### src/rtl/vend_pkg.sv
// Shared definitions for the vending display / sale sequencer.
// Holds sale FSM encoding, 7-segment constants and parameter defaults.
package vend_pkg;

    typedef enum logic [1:0] {
        IDLE = 2'd0,
        DISP = 2'd1,
        CHG  = 2'd2,
        DONE = 2'd3
    } sale_state_t;

    localparam int SCAN_DIV_DEF = 1000;
    localparam int DISP_CYC_DEF = 50000;

    // Segment order {g,f,e,d,c,b,a}, active-high.
    localparam logic [6:0] SEG_0     = 7'h3F;
    localparam logic [6:0] SEG_1     = 7'h06;
    localparam logic [6:0] SEG_2     = 7'h5B;
    localparam logic [6:0] SEG_3     = 7'h4F;
    localparam logic [6:0] SEG_4     = 7'h66;
    localparam logic [6:0] SEG_5     = 7'h6D;
    localparam logic [6:0] SEG_6     = 7'h7D;
    localparam logic [6:0] SEG_7     = 7'h07;
    localparam logic [6:0] SEG_8     = 7'h7F;
    localparam logic [6:0] SEG_9     = 7'h6F;
    localparam logic [6:0] SEG_E     = 7'h79;
    localparam logic [6:0] SEG_BLANK = 7'h00;

endpackage

### src/rtl/vend_display_seg7_decode.sv
// Combinational BCD to 7-segment decoder; codes 10-15 show 'E'.
// Ports: digit (4-bit BCD in), seg (7-bit {g,f,e,d,c,b,a} out).
module seg7_decode
    import vend_pkg::*;
(
    input  logic [3:0] digit,
    output logic [6:0] seg
);

    always_comb begin
        seg = SEG_E;
        case (digit)
            4'd0:    seg = SEG_0;
            4'd1:    seg = SEG_1;
            4'd2:    seg = SEG_2;
            4'd3:    seg = SEG_3;
            4'd4:    seg = SEG_4;
            4'd5:    seg = SEG_5;
            4'd6:    seg = SEG_6;
            4'd7:    seg = SEG_7;
            4'd8:    seg = SEG_8;
            4'd9:    seg = SEG_9;
            default: seg = SEG_E;
        endcase
    end

endmodule

### src/rtl/vend_display.sv
// Two-digit multiplexed credit display plus dispense/change strobe sequencer.
// Ports: ck, reset (sync, active-low), ten/single (BCD credit), payok,
//        change (controller levels); seg, an, dispense, chg_out (registered).
module vend_display
    import vend_pkg::*;
#(
    parameter int SCAN_DIV = SCAN_DIV_DEF,
    parameter int DISP_CYC = DISP_CYC_DEF
) (
    input  logic       ck,
    input  logic       reset,
    input  logic [3:0] ten,
    input  logic [3:0] single,
    input  logic       payok,
    input  logic       change,
    output logic [6:0] seg,
    output logic [1:0] an,
    output logic       dispense,
    output logic       chg_out
);

    localparam logic [15:0] SCAN_LAST  = 16'(SCAN_DIV - 1);
    localparam logic [19:0] PULSE_LOAD = 20'(DISP_CYC - 1);

    // Input sampling stage
    logic [3:0] ten_s1;
    logic [3:0] single_s1;
    logic       payok_s1;
    logic       change_s1;
    logic       payok_prev;

    // Display scan
    logic [15:0] scan_cnt;
    logic        dsel;

    // Sale sequencer
    sale_state_t state;
    sale_state_t state_nx;
    logic [19:0] pulse_cnt;
    logic [19:0] pulse_nx;
    logic        chg_req;
    logic        req_nx;

    logic       pay_rise;
    logic [3:0] digit;
    logic [6:0] dec_seg;
    logic       blank_tens;
    logic [6:0] seg_nx;
    logic [1:0] an_nx;

    assign pay_rise = payok_s1 & ~payok_prev;

    always_comb begin
        state_nx = state;
        pulse_nx = pulse_cnt;
        req_nx   = chg_req;
        unique case (state)
            IDLE: begin
                if (pay_rise) begin
                    state_nx = DISP;
                    pulse_nx = PULSE_LOAD;
                    req_nx   = change_s1;
                end
            end
            DISP: begin
                if (pulse_cnt == 20'd0) begin
                    if (chg_req) begin
                        state_nx = CHG;
                        pulse_nx = PULSE_LOAD;
                    end else begin
                        state_nx = DONE;
                    end
                end else begin
                    pulse_nx = pulse_cnt - 20'd1;
                end
            end
            CHG: begin
                if (pulse_cnt == 20'd0) begin
                    state_nx = DONE;
                end else begin
                    pulse_nx = pulse_cnt - 20'd1;
                end
            end
            DONE: begin
                if (!payok_s1) begin
                    state_nx = IDLE;
                end
            end
            default: state_nx = IDLE;
        endcase
    end

    // One shared decoder; the mux in front picks the digit for this slot.
    assign digit = dsel ? ten_s1 : single_s1;

    seg7_decode u_dec (
        .digit (digit),
        .seg   (dec_seg)
    );

    // Tens digit is suppressed for a leading zero and for the whole sale.
    assign blank_tens = (ten_s1 == 4'd0) || (state != IDLE);

    always_comb begin
        seg_nx = dec_seg;
        an_nx  = 2'b01;
        if (dsel) begin
            if (blank_tens) begin
                seg_nx = SEG_BLANK;
                an_nx  = 2'b00;
            end else begin
                an_nx  = 2'b10;
            end
        end
    end

    always_ff @(posedge ck) begin
        if (!reset) begin
            ten_s1     <= 4'd0;
            single_s1  <= 4'd0;
            payok_s1   <= 1'b0;
            change_s1  <= 1'b0;
            payok_prev <= 1'b0;
            scan_cnt   <= 16'd0;
            dsel       <= 1'b0;
            state      <= IDLE;
            pulse_cnt  <= 20'd0;
            chg_req    <= 1'b0;
            seg        <= SEG_BLANK;
            an         <= 2'b00;
            dispense   <= 1'b0;
            chg_out    <= 1'b0;
        end else begin
            ten_s1     <= ten;
            single_s1  <= single;
            payok_s1   <= payok;
            change_s1  <= change;
            payok_prev <= payok_s1;
            if (scan_cnt == SCAN_LAST) begin
                scan_cnt <= 16'd0;
                dsel     <= ~dsel;
            end else begin
                scan_cnt <= scan_cnt + 16'd1;
            end
            state      <= state_nx;
            pulse_cnt  <= pulse_nx;
            chg_req    <= req_nx;
            seg        <= seg_nx;
            an         <= an_nx;
            dispense   <= (state == DISP);
            chg_out    <= (state == CHG);
        end
    end

endmodule

### config.mk
export PLATFORM = sky130hd
export DESIGN_NAME = vend_display
export DESIGN_NICKNAME = d
export VERILOG_FILES = /design/src/rtl/vend_pkg.sv /design/src/rtl/vend_display_seg7_decode.sv /design/src/rtl/vend_display.sv
export SDC_FILE = /design/constraint.sdc
export NUM_CORES = 1
export LEC_CHECK = 0
export ABC_AREA = 1
export CAP_MARGIN = 20
export CELL_PAD_IN_SITES_DETAIL_PLACEMENT = 1
export CELL_PAD_IN_SITES_GLOBAL_PLACEMENT = 1
export CORE_MARGIN = 1.5
export CORE_UTILIZATION = 43
export CTS_CLUSTER_DIAMETER = 60
export CTS_CLUSTER_SIZE = 28
export DETAILED_ROUTE_END_ITERATION = 12
export GPL_ROUTABILITY_DRIVEN = 0
export GPL_TIMING_DRIVEN = 0
export PLACE_DENSITY = 0.81
export RECOVER_POWER = 50
export SYNTH_ARGS = -nofsm -noshare
export SYNTH_HDL_FRONTEND = slang
export SYNTH_SLANG_ARGS = --single-unit
### constraint.sdc
create_clock -name ck -period 5.4 [get_ports ck]
set_input_delay 1.62 -clock ck [delete_from_list [all_inputs] [get_ports ck]]
set_output_delay 1.62 -clock ck [all_outputs]
set_load 0.005 [all_outputs]
* After elaboration in Yosys (flattened, before gate mapping)
Memory sizes are Yosys's and may differ from the RTL's.
Index checks and enable logic that the tools add are counted.
** Word-level totals
- Memory bits (read-only) :: 112
- Memories kept :: 1
- Word-level logic and storage cells :: 59
- Flip-flop bits (word level) :: 62
- Input bits :: 12
** Cells by class
- Equal/unequal tests :: 10
- Add/sub/neg operators :: 2
- Muxes and demuxes :: 16
- Reductions and logical operators :: 11
- Bitwise operators :: 4
** Memories
- (name not given) :: depth 16, bits a word 7, read ports 1, clocked after memory_dff 0, write ports 0, line vend_display_seg7_decode.sv:12 : case (digit)
** Operator list (number)
- $mux W20 :: 4
- $pmux W20 S3 :: 1
- $logic_not A20 Y1 :: 1
- $sub A20 B1 Y20 const B :: 1
- $add A16 B1 Y16 const B :: 1
- $eq A16 B10 Y1 const B :: 1
- $mux W7 :: 2
- $mux W2 :: 5
- $ne A2 B2 Y1 const B :: 5
- $pmux W2 S4 :: 1
- $reduce_and A4 Y1 :: 2
- $eq A2 B2 Y1 const B :: 2
- $logic_not A4 Y1 :: 1
- $mux W4 :: 1
- $reduce_and A2 Y1 :: 2
- $ne A3 B3 Y1 const B :: 1
- $not A1 Y1 :: 3
- $reduce_bool A3 Y1 :: 1
- $eq A2 B1 Y1 const B :: 1
- $logic_not A2 Y1 :: 1
- $mux W1 :: 2
- $reduce_bool A2 Y1 :: 1
- $reduce_or A2 Y1 :: 1
- $and A1 B1 Y1 :: 1
- $logic_or A1 B1 Y1 :: 1

* Depth between registers and ports, before layout
- Depth after elaboration :: 4
- Depth in mapped cells :: 12
- Gate-level depth less buffers :: 11

* Cells and area by module
Synthesis repeated with hierarchy kept, for this count alone.
** Second synthesis, totals
- Cells, all modules :: 475
- Area total of the unflattened synthesis :: 3223.1 um^2
** Modules (own cells, without submodules)
- vend_display :: area each 3034.2 um^2, instances 1, sequential area each 1241.2 um^2, cells an instance 442
- seg7_decode :: area each 188.9 um^2, instances 1, sequential area each 0.0 um^2, cells an instance 33

* Worst setup path after synthesis
No wires, ideal clock.
- Path type :: input port to flip-flop
- Start :: input port reset
- End :: register pulse_cnt[15]
- Data arrival time :: 2.275 ns
- Setup slack :: 3.060 ns
- Cell stages on the path :: 4
- Setup time :: 0.065 ns
- Data required time :: 5.335 ns
- Cell sequence :: clkbuf_1 -> clkbuf_1 -> o21ai_1 -> nor2_1
** RTL lines
- from (decl) :: line vend_display.sv:11 : input logic reset,
- to (signal assigned) :: line vend_display.sv:146 : pulse_cnt <= pulse_nx;
- to (decl) :: line vend_display.sv:39 : logic [19:0] pulse_cnt;

==> flow_summary.json <==
{
  "status": "finished clean",
  "synth_top_cell_area_share": 0.372,
  "ys_warn_count": 0,
  "path_class": "input pin to register",
  "ios": 23,
  "placed_area_mm2": 0.00368,
  "wl_per_cell_um": 14.4,
  "holdBufCountCts": 0,
  "start_util": 0.453,
  "antenna_cells": 0,
  "synth-main-ff-cell": "dfxtp_1",
  "p_leak_nw": 1.75,
  "drv_cap": 0,
  "fin_area_mm2": 0.00392,
  "nets": 531,
  "ys_types": 42,
  "clkPwrFrac": 0.261,
  "r2r_slack_ns": 3.23,
  "async_reset_ff_frac": 0,
  "max_stage_delay_ns": 0.59,
  "final_hold_viol_count": 0,
  "combinationalPowerShare": 0.448,
  "cts-root-buf": "clkbuf_8",
  "regArea_mm2": 0.00124,
  "cp.buffers_inverters": 3,
  "cp_common_cell": "clkbuf_1",
  "p_switching_mw": 0.845,
  "yosys-top-cells-area": "dfxtp_1, nand2_1, inv_1, nor2_1, ha_1",
  "track_usage": 0.226,
  "holdPathEnd": "scan_cnt[0]",
  "syn-cell-area_mm2": 0.00334,
  "worstReg2RegStart": "state[0]",
  "slowest_stage": "dlygate4sd3_1",
  "rsz0062_at_grt": "no",
  "overflow": 0,
  "timing.hold.ws_ns": 0.452,
  "min_path_cells": 1,
  "synth_edf_count": 0,
  "postCtsSetupBuffers": 0,
  "fin_worst_skew_ns": 0.00965,
  "swShare": 0.430,
  "regToRegEndpoint": "pulse_cnt[17]",
  "viasPerCell": 5.07,
  "clk_latency_ns": 0.35,
  "cp_max_fo": 10,
  "ir_drop_v": 0.000169,
  "die_h_um": 91.1,
  "multi_input_area_mm2": 0.00175,
  "hold_path_class": "register to register",
  "p_total_mw": 1.96,
  "crit_family": "buffers and inverters",
  "synth_top_cell_by_area": "dfxtp_1",
  "drt-total-wl_um": 8790,
  "fillers": 978,
  "rows": 31,
  "cts_resized": 0,
  "fin_tns_setup_ns": 0,
  "reg2reg_depth": 7,
  "cts_buffers": 9,
  "cp_data_arrival_time_ns": 3.37,
  "worstSetupEndpointType": "register",
  "dr.pass1.iters": 5,
  "antenna_found_initial": 0,
  "dp_hpwl_um": 6550,
  "dieWidth_um": 91.1,
  "drcViolationCount": 0,
  "core_mm2": 0.00737,
  "p_int_mw": 1.12,
  "syn_nets": 498,
  "crit_chain": "dlygate4sd3_1, clkbuf_1, clkbuf_1, nand2_1, nor2_1",
  "drv_slew": 0,
  "clock_tree.buffer_depth": 2,
  "postRouteAntennaNets": 0,
  "drive_above_1_share": 0.115,
  "clock.fmax_ghz": 0.325,
  "fin_util": 0.532,
  "grt_max_degree": 13,
  "setup-violations-final": 0,
  "power-per-cell-area_mw_per_mm2": 501,
  "period_needed_ns": 3.08,
  "relSlewSlack": 0.568,
  "grt_pass1_wl_um": 15100,
  "ys_seq_elements": 62,
  "tightestPinTransition_ns": 0.641,
  "netlist_instances": 474,
  "worstSetupStartpointType": "input pin",
  "hp-start": "scan_cnt[0]",
  "vias": 3095,
  "die-area_mm2": 0.00830,
  "seq_power_share": 0.291,
  "placement.io_buffers": 22,
  "grt_pass1_vias": 3195,
  "path_clk_slew_ns": 0.07,
  "finalCritPeriodShare": 0.570,
  "htree_levels": 3,
  "crit_required_ns": 5.69,
  "syn_avg_cell_area_um2": 7.04,
  "drt_iter0_markers": 116,
  "clkSinkCount": 62,
  "cts_tree": "yes",
  "yosysSeqAreaShare": 0.372,
  "syn_to_final_growth_pct": 17.5
}
==> worst register-to-register path, stage by stage (launching register included) <==
cell and delay [ns]:
dfxtp_1 0.39, inv_1 0.11, ha_1 0.30, buf_1 0.42, inv_1 0.26, nor2_1 0.31
nand3_1 0.16, a21oi_2 0.15
==> registers in the layout (all words and copies together), names as in the netlist <==
name        flops
state           2
seg             7
dispense        1
change_s1       1
chg_out         1
single_s1       4
payok_prev      1
chg_req         1
an              2
payok_s1        1
pulse_cnt      20
dsel            1
scan_cnt       16
ten_s1          4
==> metal layers <==
metal | wire [um] | part of all wire | track usage
met1 | 4070 | 0.46 | 0.282
met2 | 4400 | 0.50 | 0.391
met3 | 141 | 0.016 | 0.0327
met4 | 184 | 0.021 | 0.0898
met5 | 0 | 0 | 0
==> power groups by stage <==
stage | clock, mW | sequential [mW] | combinational, mW
2_1_floorplan | 0 | 0.564 | 0.663
3_3_place_gp | 0 | 0.577 | 0.835
3_5_place_dp | 0 | 0.581 | 0.868
4_1_cts | 0.520 | 0.572 | 0.882
5_1_grt | 0.538 | 0.580 | 0.979
6_report | 0.513 | 0.571 | 0.879
==> worst max-delay path by stage <==
stage          startpoint  cells past startpoint  slack [ns]       endpoint
2_1_floorplan       reset                      4        3.06  pulse_cnt[15]
3_3_place_gp        reset                      5        2.06  pulse_cnt[15]
3_5_place_dp        reset                      5        2.02  pulse_cnt[10]
4_1_cts             reset                      5        2.35  pulse_cnt[15]
5_1_grt             reset                      5        2.15  pulse_cnt[12]
6_report            reset                      5        2.32  pulse_cnt[10]
==> layout make-up <==
class	count	area share
Buffer	12	0.0201
Clock buffer	9	0.0316
Clock inverter	7	0.0309
Inverter	70	0.0670
Multi-Input combinational cell	330	0.446
Sequential cell	62	0.316
Tap cell	99	0.0316
Timing Repair Buffer	22	0.0561
==> cell usage in the layout, fill, tap and decap left out, types with 4 or more instances in the layout <==
master / instances
nand2_1: 105
inv_1: 64
dfxtp_1: 62
nor2_1: 53
o21ai_0: 29
a21oi_1: 27
nand3_1: 24
clkdlybuf4s50_1: 20
ha_1: 12
nor3_1: 9
clkbuf_8: 9
nand2_2: 8
xor2_1: 7
nand4_1: 7
inv_2: 6
clkbuf_1: 6
o21ai_1: 6
nor2_2: 5
nor4_1: 4
buf_6: 4
nor3b_1: 4
==> per-stage QoR <==
stage                     setup slack, ns  instances
after global placement               2.06        595
final                                2.32        611
after floorplan                      3.06        474
after CTS                            2.35        611
after detailed placement             2.02        595
after global routing                 2.15        611
==> cells in the mapped netlist (2+ instances only) <==
| cell type | count |
|---|---|
| o21ai_0 | 27 |
| nand4_1 | 7 |
| nor2_4 | 3 |
| xor2_1 | 7 |
| ha_1 | 12 |
| dfxtp_1 | 62 |
| clkbuf_1 | 5 |
| inv_2 | 6 |
| nand2_1 | 105 |
| o21ai_1 | 8 |
| or2_1 | 2 |
| a21oi_1 | 26 |
| nor4_1 | 4 |
| or2_2 | 3 |
| nor3b_1 | 4 |
| a21oi_2 | 4 |
| nand3b_1 | 2 |
| nand2_4 | 2 |
| nor3_1 | 9 |
| buf_6 | 4 |
| nand3_1 | 24 |
| nor2_1 | 53 |
| inv_1 | 64 |
| nand2_2 | 8 |
| o21ai_2 | 2 |
| nor2_2 | 5 |
==> logic make-up (layout without fill, tap and decap cells) <==
family                     Yosys count  in the layout  synth area share
buffers and inverters               82            120             0.103
AOI/OAI and AO/OA                   73             73             0.121
DFF                                 62             62             0.372
and+or+nand+nor                    237            237             0.338
adders and majority gates           12             12            0.0450
xor gates and xnor gates             8              8            0.0210
(Power assumes the default switching activity.)
